<file path="config.mk">
export PLATFORM = sky130hd
export DESIGN_NAME = mult_div_unit
export DESIGN_NICKNAME = d
export VERILOG_FILES = /design/src/rtl/mult_div_unit.sv
export SDC_FILE = /design/constraint.sdc
export NUM_CORES = 1
export LEC_CHECK = 0
export CAP_MARGIN = 20
export CORE_MARGIN = 5
export CORE_UTILIZATION = 25
export CTS_CLUSTER_DIAMETER = 60
export CTS_CLUSTER_SIZE = 12
export DETAILED_ROUTE_END_ITERATION = 10
export GPL_TIMING_DRIVEN = 1
export PLACE_DENSITY = 0.46
export SLEW_MARGIN = 20
export SYNTH_ARGS = -nofsm -noshare
export SYNTH_HDL_FRONTEND = slang
export SYNTH_SLANG_ARGS = --single-unit
export TNS_END_PERCENT = 30
</file>
<file path="constraint.sdc">
create_clock -name CLK -period 6.1 [get_ports CLK]
set_clock_uncertainty 0.05 [all_clocks]
set_input_delay 1.22 -clock CLK [delete_from_list [all_inputs] [get_ports CLK]]
set_output_delay 1.22 -clock CLK [all_outputs]
set_load 0.01 [all_outputs]
</file>
<file path="src/rtl/mult_div_unit.sv">
// mult_div_unit
// Iterative multiply/divide unit that owns the architectural HI/LO registers.
// It runs MULTU/MULT/DIVU/DIV over DATA_WIDTH iterations, then spends one
// cycle on sign correction. HI/LO change only on that correction edge, on an
// MTHI/MTLO write taken in IDLE, or at reset.
//
// Ports
//   CLK        clock, rising edge
//   rst        asynchronous active-low reset
//   Start      launch request, sampled only in IDLE
//   Op         00 MULTU, 01 MULT, 10 DIVU, 11 DIV (sampled with Start)
//   SrcA/SrcB  multiplicand/dividend and multiplier/divisor
//   HiWEn/LoWEn/WD  MTHI/MTLO writes, honoured only in IDLE
//   Busy       registered, high while state is RUN or FIX
//   Done       registered one-cycle pulse in the cycle after FIX
//   HI/LO      architectural registers
//   dbg_state  current FSM state (0 IDLE, 1 RUN, 2 FIX) for observation
//
// Handshake: Start is a request that is accepted on any rising edge where the
// unit is IDLE; Busy is the "not ready" indication. A request made while Busy
// is dropped, not queued. Done marks the single cycle in which HI/LO first
// show the new result; Start may be asserted in that same cycle.
module mult_div_unit #(
  parameter int DATA_WIDTH = 32
) (
  input  logic                  CLK,
  input  logic                  rst,
  input  logic                  Start,
  input  logic [1:0]            Op,
  input  logic [DATA_WIDTH-1:0] SrcA,
  input  logic [DATA_WIDTH-1:0] SrcB,
  input  logic                  HiWEn,
  input  logic                  LoWEn,
  input  logic [DATA_WIDTH-1:0] WD,
  output logic                  Busy,
  output logic                  Done,
  output logic [DATA_WIDTH-1:0] HI,
  output logic [DATA_WIDTH-1:0] LO,
  output logic [1:0]            dbg_state
);

  localparam int W  = DATA_WIDTH;
  localparam int CW = $clog2(DATA_WIDTH);

  typedef enum logic [1:0] {
    S_IDLE = 2'd0,
    S_RUN  = 2'd1,
    S_FIX  = 2'd2
  } state_t;

  state_t state, state_nxt;

  logic [CW-1:0] cnt;
  logic [1:0]    op_q;      // bit0 = signed, bit1 = divide
  logic          a_neg, b_neg;
  logic [W-1:0]  a_abs, b_abs;
  // acc_hi: product upper half (multiply) or partial remainder (divide).
  // acc_lo: multiplier being shifted out (multiply) or dividend shifting out
  // while quotient bits shift in (divide).
  logic [W-1:0]  acc_hi, acc_lo;

  // control strobes from the output process
  logic launch, last_iter, busy_nxt, done_nxt;

  // datapath helpers
  logic [W-1:0]  srca_abs, srcb_abs;
  logic [W:0]    mul_sum;
  logic [W:0]    div_shift;
  logic          div_ge;
  logic [W-1:0]  div_diff;
  logic [2*W-1:0] prod, prod_fix;
  logic [W-1:0]  quot_fix, rem_fix, a_orig;
  logic [W-1:0]  hi_res, lo_res;

  assign dbg_state = state;

  // ---------------- state register ----------------
  always_ff @(posedge CLK or negedge rst) begin
    if (!rst) state <= S_IDLE;
    else      state <= state_nxt;
  end

  // ---------------- next-state logic ----------------
  always_comb begin
    state_nxt = state;
    case (state)
      S_IDLE:  if (Start) state_nxt = S_RUN;
      S_RUN:   if (cnt == CW'(W-1)) state_nxt = S_FIX;
      S_FIX:   state_nxt = S_IDLE;
      default: state_nxt = S_IDLE;
    endcase
  end

  // ---------------- output / control logic ----------------
  always_comb begin
    launch    = (state == S_IDLE) && Start;
    last_iter = (state == S_RUN) && (cnt == CW'(W-1));
    busy_nxt  = (state_nxt != S_IDLE);
    done_nxt  = (state == S_FIX);
  end

  // ---------------- datapath combinational ----------------
  always_comb begin
    // absolute values only for signed ops
    srca_abs = (Op[0] && SrcA[W-1]) ? (~SrcA + 1'b1) : SrcA;
    srcb_abs = (Op[0] && SrcB[W-1]) ? (~SrcB + 1'b1) : SrcB;

    // shift-add: add multiplicand when the current multiplier LSB is set
    mul_sum = {1'b0, acc_hi} + (acc_lo[0] ? {1'b0, a_abs} : {(W+1){1'b0}});

    // restoring division: the difference is only kept when it is non-negative,
    // in which case it is < divisor and fits in W bits
    div_shift = {acc_hi, acc_lo[W-1]};
    div_ge    = (div_shift >= {1'b0, b_abs});
    div_diff  = div_shift[W-1:0] - b_abs;

    prod     = {acc_hi, acc_lo};
    prod_fix = (op_q[0] && (a_neg ^ b_neg)) ? (~prod + 1'b1) : prod;
    quot_fix = (op_q[0] && (a_neg ^ b_neg)) ? (~acc_lo + 1'b1) : acc_lo;
    rem_fix  = (op_q[0] && a_neg) ? (~acc_hi + 1'b1) : acc_hi;
    // a_neg is only ever set for signed ops, so this recovers SrcA as given
    a_orig   = a_neg ? (~a_abs + 1'b1) : a_abs;

    hi_res = prod_fix[2*W-1:W];
    lo_res = prod_fix[W-1:0];
    if (op_q[1]) begin
      if (b_abs == '0) begin
        hi_res = a_orig;
        lo_res = '1;
      end else begin
        hi_res = rem_fix;
        lo_res = quot_fix;
      end
    end
  end

  // ---------------- datapath registers ----------------
  always_ff @(posedge CLK or negedge rst) begin
    if (!rst) begin
      cnt    <= '0;
      op_q   <= 2'b00;
      a_neg  <= 1'b0;
      b_neg  <= 1'b0;
      a_abs  <= '0;
      b_abs  <= '0;
      acc_hi <= '0;
      acc_lo <= '0;
    end else if (launch) begin
      cnt    <= '0;
      op_q   <= Op;
      a_neg  <= Op[0] & SrcA[W-1];
      b_neg  <= Op[0] & SrcB[W-1];
      a_abs  <= srca_abs;
      b_abs  <= srcb_abs;
      acc_hi <= '0;
      acc_lo <= Op[1] ? srca_abs : srcb_abs;
    end else if (state == S_RUN) begin
      cnt <= last_iter ? '0 : cnt + CW'(1);
      if (op_q[1]) begin
        acc_hi <= div_ge ? div_diff : div_shift[W-1:0];
        acc_lo <= {acc_lo[W-2:0], div_ge};
      end else begin
        acc_hi <= mul_sum[W:1];
        acc_lo <= {mul_sum[0], acc_lo[W-1:1]};
      end
    end
  end

  // ---------------- handshake outputs ----------------
  always_ff @(posedge CLK or negedge rst) begin
    if (!rst) begin
      Busy <= 1'b0;
      Done <= 1'b0;
    end else begin
      Busy <= busy_nxt;
      Done <= done_nxt;
    end
  end

  // ---------------- HI/LO ----------------
  always_ff @(posedge CLK or negedge rst) begin
    if (!rst) begin
      HI <= '0;
      LO <= '0;
    end else if (state == S_FIX) begin
      HI <= hi_res;
      LO <= lo_res;
    end else if (state == S_IDLE) begin
      if (HiWEn) HI <= WD;
      if (LoWEn) LO <= WD;
    end
  end

endmodule

</file>
==> metrics.cfg, run 1 <==
[run]
drv_cap=0

[floorplanning]
die_y_um=274
dieArea_um2=75300
start_util_pct=25.1
rows=97
core_region_area_um2=69700
die_w_um=274
ioPinCount=171

[min_path]
hold_class=register to register
hold_end=LO[8]
min-delay-start=LO[8]
holdPathStages=2

[yosys]
synthArstFlopShare_pct=100
netlist_instances=2220
syn_avg_cell_area_um2=7.87
synth_area_um2=17500
ys_warn_count=0
synth_edf_count=0
synthFlopType=dfrtp_1
ys_seq_area_share_pct=29.4
synth_seq_cells=205
syn_nets=2396
ys_types=79

[timing]
fmaxAchievable_mhz=243
setup_viol=0
slew_headroom_pct=22.9
tns_ns=0
drv_slew=0
setup_slack_ns=1.98
post-route-min-period_ns=4.12
hold_violations=0
final.period_utilization_pct=67.6
grt_setup_unrepaired=no
tightest_slew_ns=1.15

[global_route]
grt_overflow_total=0
antenna_found_initial=0
grtUsageTotal_pct=19.8
grt_max_degree=115
grt_pass1_wl_um=114000
grt_pass1_vias=17165

[worst_setup_path]
worst-path-max-fanout=7
cp.required_ns=6.48
startpoint_type=register
r2r_start=acc_hi[1]
worstSetupPathType=register to register
critical_path.endpoint_type=register
rr_endpoint=HI[30]
rrSetupSlack_ns=1.98
r2r_cells=11
crit_arrival_ns=4.50

[cts]
clk_latency_ns=0.56
cts.sinks=205
clockBufferDepth=3
post_cts_buffers=0
path_clk_slew_ns=0.06
cts_hold_buffers=0
numCtsBuffers=28
cts_tree=done
cts_resized=0
cts_root_buffer=clkbuf_16
cts-htree-levels=1

[layout]
drive_gt1_share_pct=5.09
fillers=7574
layout.nets=2476
multi_input_area_um2=11500
area_growth_syn_to_layout_pct=19.8
register_area_um2=5130

[power_and_ir_drop]
ir_drop_uv=291
powerDensity_nw_per_um2=603
p_leak_nw=8.42

[detailed_routing]
antenna_left=0
firstDrtPassIters=6
drt_iter0_markers=1461
viasPerCell=5.39
finalWirelength_um=77500
drc=0
vias=17571
wl_per_cell_um=23.8

[placed_design]
dpl_worst_slack_ns=1.76
gp_congestion=0.930
hpwl_um=61400
portBuffers=170

[outcome]
status=finished, final reports clean

==> synth_stat cells (all sizes together), types with 33 or more instances <==
library cell,instances,area share [%]
o22ai,33,1.2
ha,71,5.1
a21oi,160,4.6
dfrtp,205,29
nor3,55,1.8
nor4,34,1.6
inv,67,1.4
xor2,93,4.7
nand2,274,5.9
a22oi,34,1.5
nor2,154,3.3
and2,37,1.3
xnor2,125,6.3
a31oi,34,1.2
clkbuf,120,2.6
mux2i,73,4.2
o21ai,261,7.5
==> critical path, cell delays in order (launching register included) <==
cell,delay [ns]
dfrtp_1,0.52
inv_1,0.29
ha_1,0.27
nor3b_1,0.41
nand3_1,0.30
nor4_1,0.94
a21oi_1,0.18
xor2_1,0.20
o22ai_1,0.14
a211oi_1,0.10
a21oi_1,0.46
a21oi_1,0.13
==> how the worst max path moves through the flow <==
stage / start / end / slack (ns) / cells past startpoint
6_report: acc_hi[1] / HI[30] / 1.98 / 11
5_1_grt: acc_lo[31] / acc_hi[30] / 1.82 / 13
4_1_cts: acc_lo[31] / acc_hi[30] / 2.12 / 13
3_5_place_dp: SrcB[12] / acc_lo[22] / 1.76 / 8
3_3_place_gp: SrcB[12] / acc_lo[22] / 1.75 / 8
2_1_floorplan: SrcA[8] / acc_lo[30] / 2.72 / 9
==> power breakdown <==
part,total [mW],switching [mW],internal [mW]
combinational,7.66,4.44,3.22
sequential,3.33,1.31,2.01
clock,1.63,0.697,0.936
total,12.6,6.45,6.17
==> through the flow <==
step	hold slack (ns)	util, %	instance area [µm²]	std cells	power (mW)
global route	0.465	30.0	20900	3258	13.5
global placement	0.418	28.7	20000	3210	10.9
CTS	0.438	30.0	20900	3258	12.6
detailed placement	0.424	28.8	20000	3210	10.9
floorplan	0.392	-	17500	2220	8.07
finish	0.435	30.0	20900	3260	12.6
==> logic make-up after synthesis <==
| family | share of synthesized area [%] |
|---|---|
| AOI/OAI and AO/OA | 25.9 |
| xor gates and xnor gates | 10.9 |
| adders and majority gates | 5.31 |
| buffers and inverters | 4.81 |
| DFF | 29.4 |
| muxes | 4.25 |
| and+or+nand+nor | 19.5 |
==> sequential cells by signal, summed over array words and instances (netlist names), 2 cells and up <==
register   flops
HI            32
LO            32
a_abs         32
acc_hi        32
acc_lo        32
b_abs         32
cnt            5
dbg_state      2
op_q           2
==> routing by layer <==
layer  vias to the layer above  wire length (µm)  global-route usage (%)
met5                         -                 0                       0
met4                         0              2120                    5.50
met3                       103              4570                    2.83
met2                       591             36700                    33.1
met1                      8675             34100                    26.8
li1                       8202                 -                       -
==> cells in the final DEF (no fill, tap or decap), types with 34 or more instances in the layout <==
master           Yosys  final
a21oi_1            159    159
a31oi_1             34     34
and2_1              37     36
clkdlybuf4s50_1      0    169
dfrtp_1            205    204
ha_1                71     71
inv_1               67     67
mux2i_1             73     73
nand2_1            274    273
nor2_1             154    152
nor3_1              50     49
o21ai_0            251    251
xnor2_1            125    125
xor2_1              93     93
==> area by class of cell <==
type                    instances  area share (%)
inverters                      68            1.22
well taps                     940            5.62
diodes                          2          0.0239
repair buffers                198            9.22
clock inverters                13           0.640
clock buffers                  35            3.62
flip-flops and latches        205            24.5
multi-input cells            1799            55.1
(Power assumes the default switching activity.)
==> run 2, diff against run 1 <==
--- a/config.mk
+++ b/config.mk
@@ -12,7 +12,7 @@
 export CTS_CLUSTER_SIZE = 12
 export DETAILED_ROUTE_END_ITERATION = 10
 export GPL_TIMING_DRIVEN = 1
-export PLACE_DENSITY = 0.46
+export PLACE_DENSITY = 0.48
 export SLEW_MARGIN = 20
 export SYNTH_ARGS = -nofsm -noshare
 export SYNTH_HDL_FRONTEND = slang
==> constraint.sdc (replaced) <==
create_clock -name CLK -period 3.7 [get_ports CLK]
set_clock_uncertainty 0.05 [all_clocks]
set_input_delay 0.74 -clock CLK [delete_from_list [all_inputs] [get_ports CLK]]
set_output_delay 0.74 -clock CLK [all_outputs]
set_load 0.01 [all_outputs]
==> run 2 against run 1 <==
Compared with the run above: setup slack got worse by 1.7 ns; sequential share of layout area decreased by 1.1 points; clock-buffer cell count unchanged; cell count increased by 3.7%; design area increased by 4.6%; global-route usage about the same; flip-flop and latch count unchanged.
==> metrics.cfg, run 2 (same netlist as run 1, synthesis figures left out) <==
[outcome]
status=finished, final reports clean

[cts]
path_clk_slew_ns=0.06
cts_root_buffer=clkbuf_16
post_cts_buffers=0
clk_latency_ns=0.57
clockBufferDepth=3
cts.sinks=205
cts_tree=done
cts-htree-levels=1
numCtsBuffers=29

[layout]
fillers=7446
area_growth_syn_to_layout_pct=25.3
layout.nets=2597
final_cells=3381
layout_commonest_cell=nand2_1
mostFrequentLayoutCells=273 x nand2_1, 251 x o21ai_0, 203 x dfrtp_1
drive_gt1_share_pct=9.76

[floorplanning]
die_w_um=274
rows=97
die_y_um=274
core_region_area_um2=69700
start_util_pct=25.1
ioPinCount=171
dieArea_um2=75300

[global_route]
grt_use_met1_pct=26.7
use_met3_pct=2.84
grt_pass1_vias=17894
grt_max_degree=146
use_met2_pct=33.1
grt_overflow_total=0
antenna_found_initial=1
grtUsageTotal_pct=19.9
grt_pass1_wl_um=115000
globalRoute.busiestLayer=met2

[timing]
tns_ns=0
setup_viol=0
slew_headroom_pct=27.4
hold_violations=0
post-route-min-period_ns=3.43
drv_slew=0
fmaxAchievable_mhz=291
final.period_utilization_pct=92.8
holdWs_ns=0.111
tightest_slew_ns=1.08
grt_setup_unrepaired=no
setup_slack_ns=0.268

[worst_setup_path]
critPathMaxStageDelay_ns=0.46
worst-path-max-fanout=3
crit_slowest_cell=a2111oi_1
critical_path.endpoint_type=register
critPathBufInv=3
worstSetupPathType=register to register
rrSetupSlack_ns=0.27
startpoint_type=register
crit_arrival_ns=3.81
critical-path-top-delay-family=compound AO/OA/AOI/OAI gates
cp.required_ns=4.08
crit_chain=inv_1 -> ha_1 -> inv_1 -> fa_1 -> a21oi_1 -> o211ai_1 -> or3b_2 -> a21oi_1 -> or2_2 -> a2111oi_1 -> buf_4 -> nor3_1 -> o211ai_1 -> nand3_1

[detailed_routing]
firstDrtPassIters=6
wl_per_cell_um=23.0
viasPerCell=5.34
antenna_left=0
finalWirelength_um=77700
vias=18045
drt_iter0_markers=1638
drc=0

[power_and_ir_drop]
p_int_mw=10.8
p_leak_nw=9.05
powerDensity_nw_per_um2=983
finalPower_mw=21.5
p_sw_share_pct=49.9
switching_power_mw=10.7
p_comb_share_pct=64.4
seq_power_share_pct=22.6
power.share.clock_pct=13.0
ir_drop_uv=561

[min_path]
hold_class=primary input to asynchronous set/reset pin

[placed_design]
portBuffers=170
numPlacedInstances=3330
dpl_worst_slack_ns=0.153
gp_congestion=0.908
hpwl_um=63100

[run]
drv_cap=0

-- run 2: per-stage QoR --
step	instance area [µm²]	utilization, %
after floorplan	17500	-
after global placement	21000	30.1
after detailed placement	21000	30.1
after CTS	21900	31.4
after global routing	21900	31.4
final	21900	31.4
-- run 2: worst paths after layout --
check / start / cells after the start / endpoint
worst min-delay path: rst / 1 / LO[2]
min in group CLK: cnt[3] / 1 / cnt[3]
worst max-delay path: acc_lo[31] / 14 / acc_hi[28]
worst min register to register: cnt[3] / 1 / cnt[3]
max in group asynchronous: rst / 2 / LO[31]
worst max register to register: acc_lo[31] / 14 / acc_hi[28]
-- run 2: layer usage --
layer,up-vias,part of all wire [%]
met5,-,0
met4,0,3.2
met3,117,5.4
met2,530,47
met1,8951,45
li1,8447,-
-- run 2: timing repair --
item,4_1_cts,5_1_grt
hold buffers,0,0
gates resized for setup,0,2
endpoints found under the setup margin,0,4
-- run 2: final cells by class --
cell class | count | area (µm²) | area share, %
flip-flops and latches | 205 | 5130 | 23.4
repair buffers | 318 | 2870 | 13.1
multi-input cells | 1799 | 11500 | 52.7
diodes | 2 | 5.00 | 0.0228
clock inverters | 14 | 174 | 0.794
well taps | 940 | 1180 | 5.37
inverters | 68 | 255 | 1.17
clock buffers | 35 | 758 | 3.46
-- run 2: power by group through the flow --
stage | sequential [mW] | clock [mW] | combinational [mW]
after floorplan | 4.32 | 0 | 8.98
after CTS | 4.83 | 2.86 | 13.8
after detailed placement | 4.87 | 0 | 13.7
final | 4.87 | 2.80 | 13.9
after global placement | 4.84 | 0 | 13.7
after global routing | 4.98 | 2.94 | 15.1
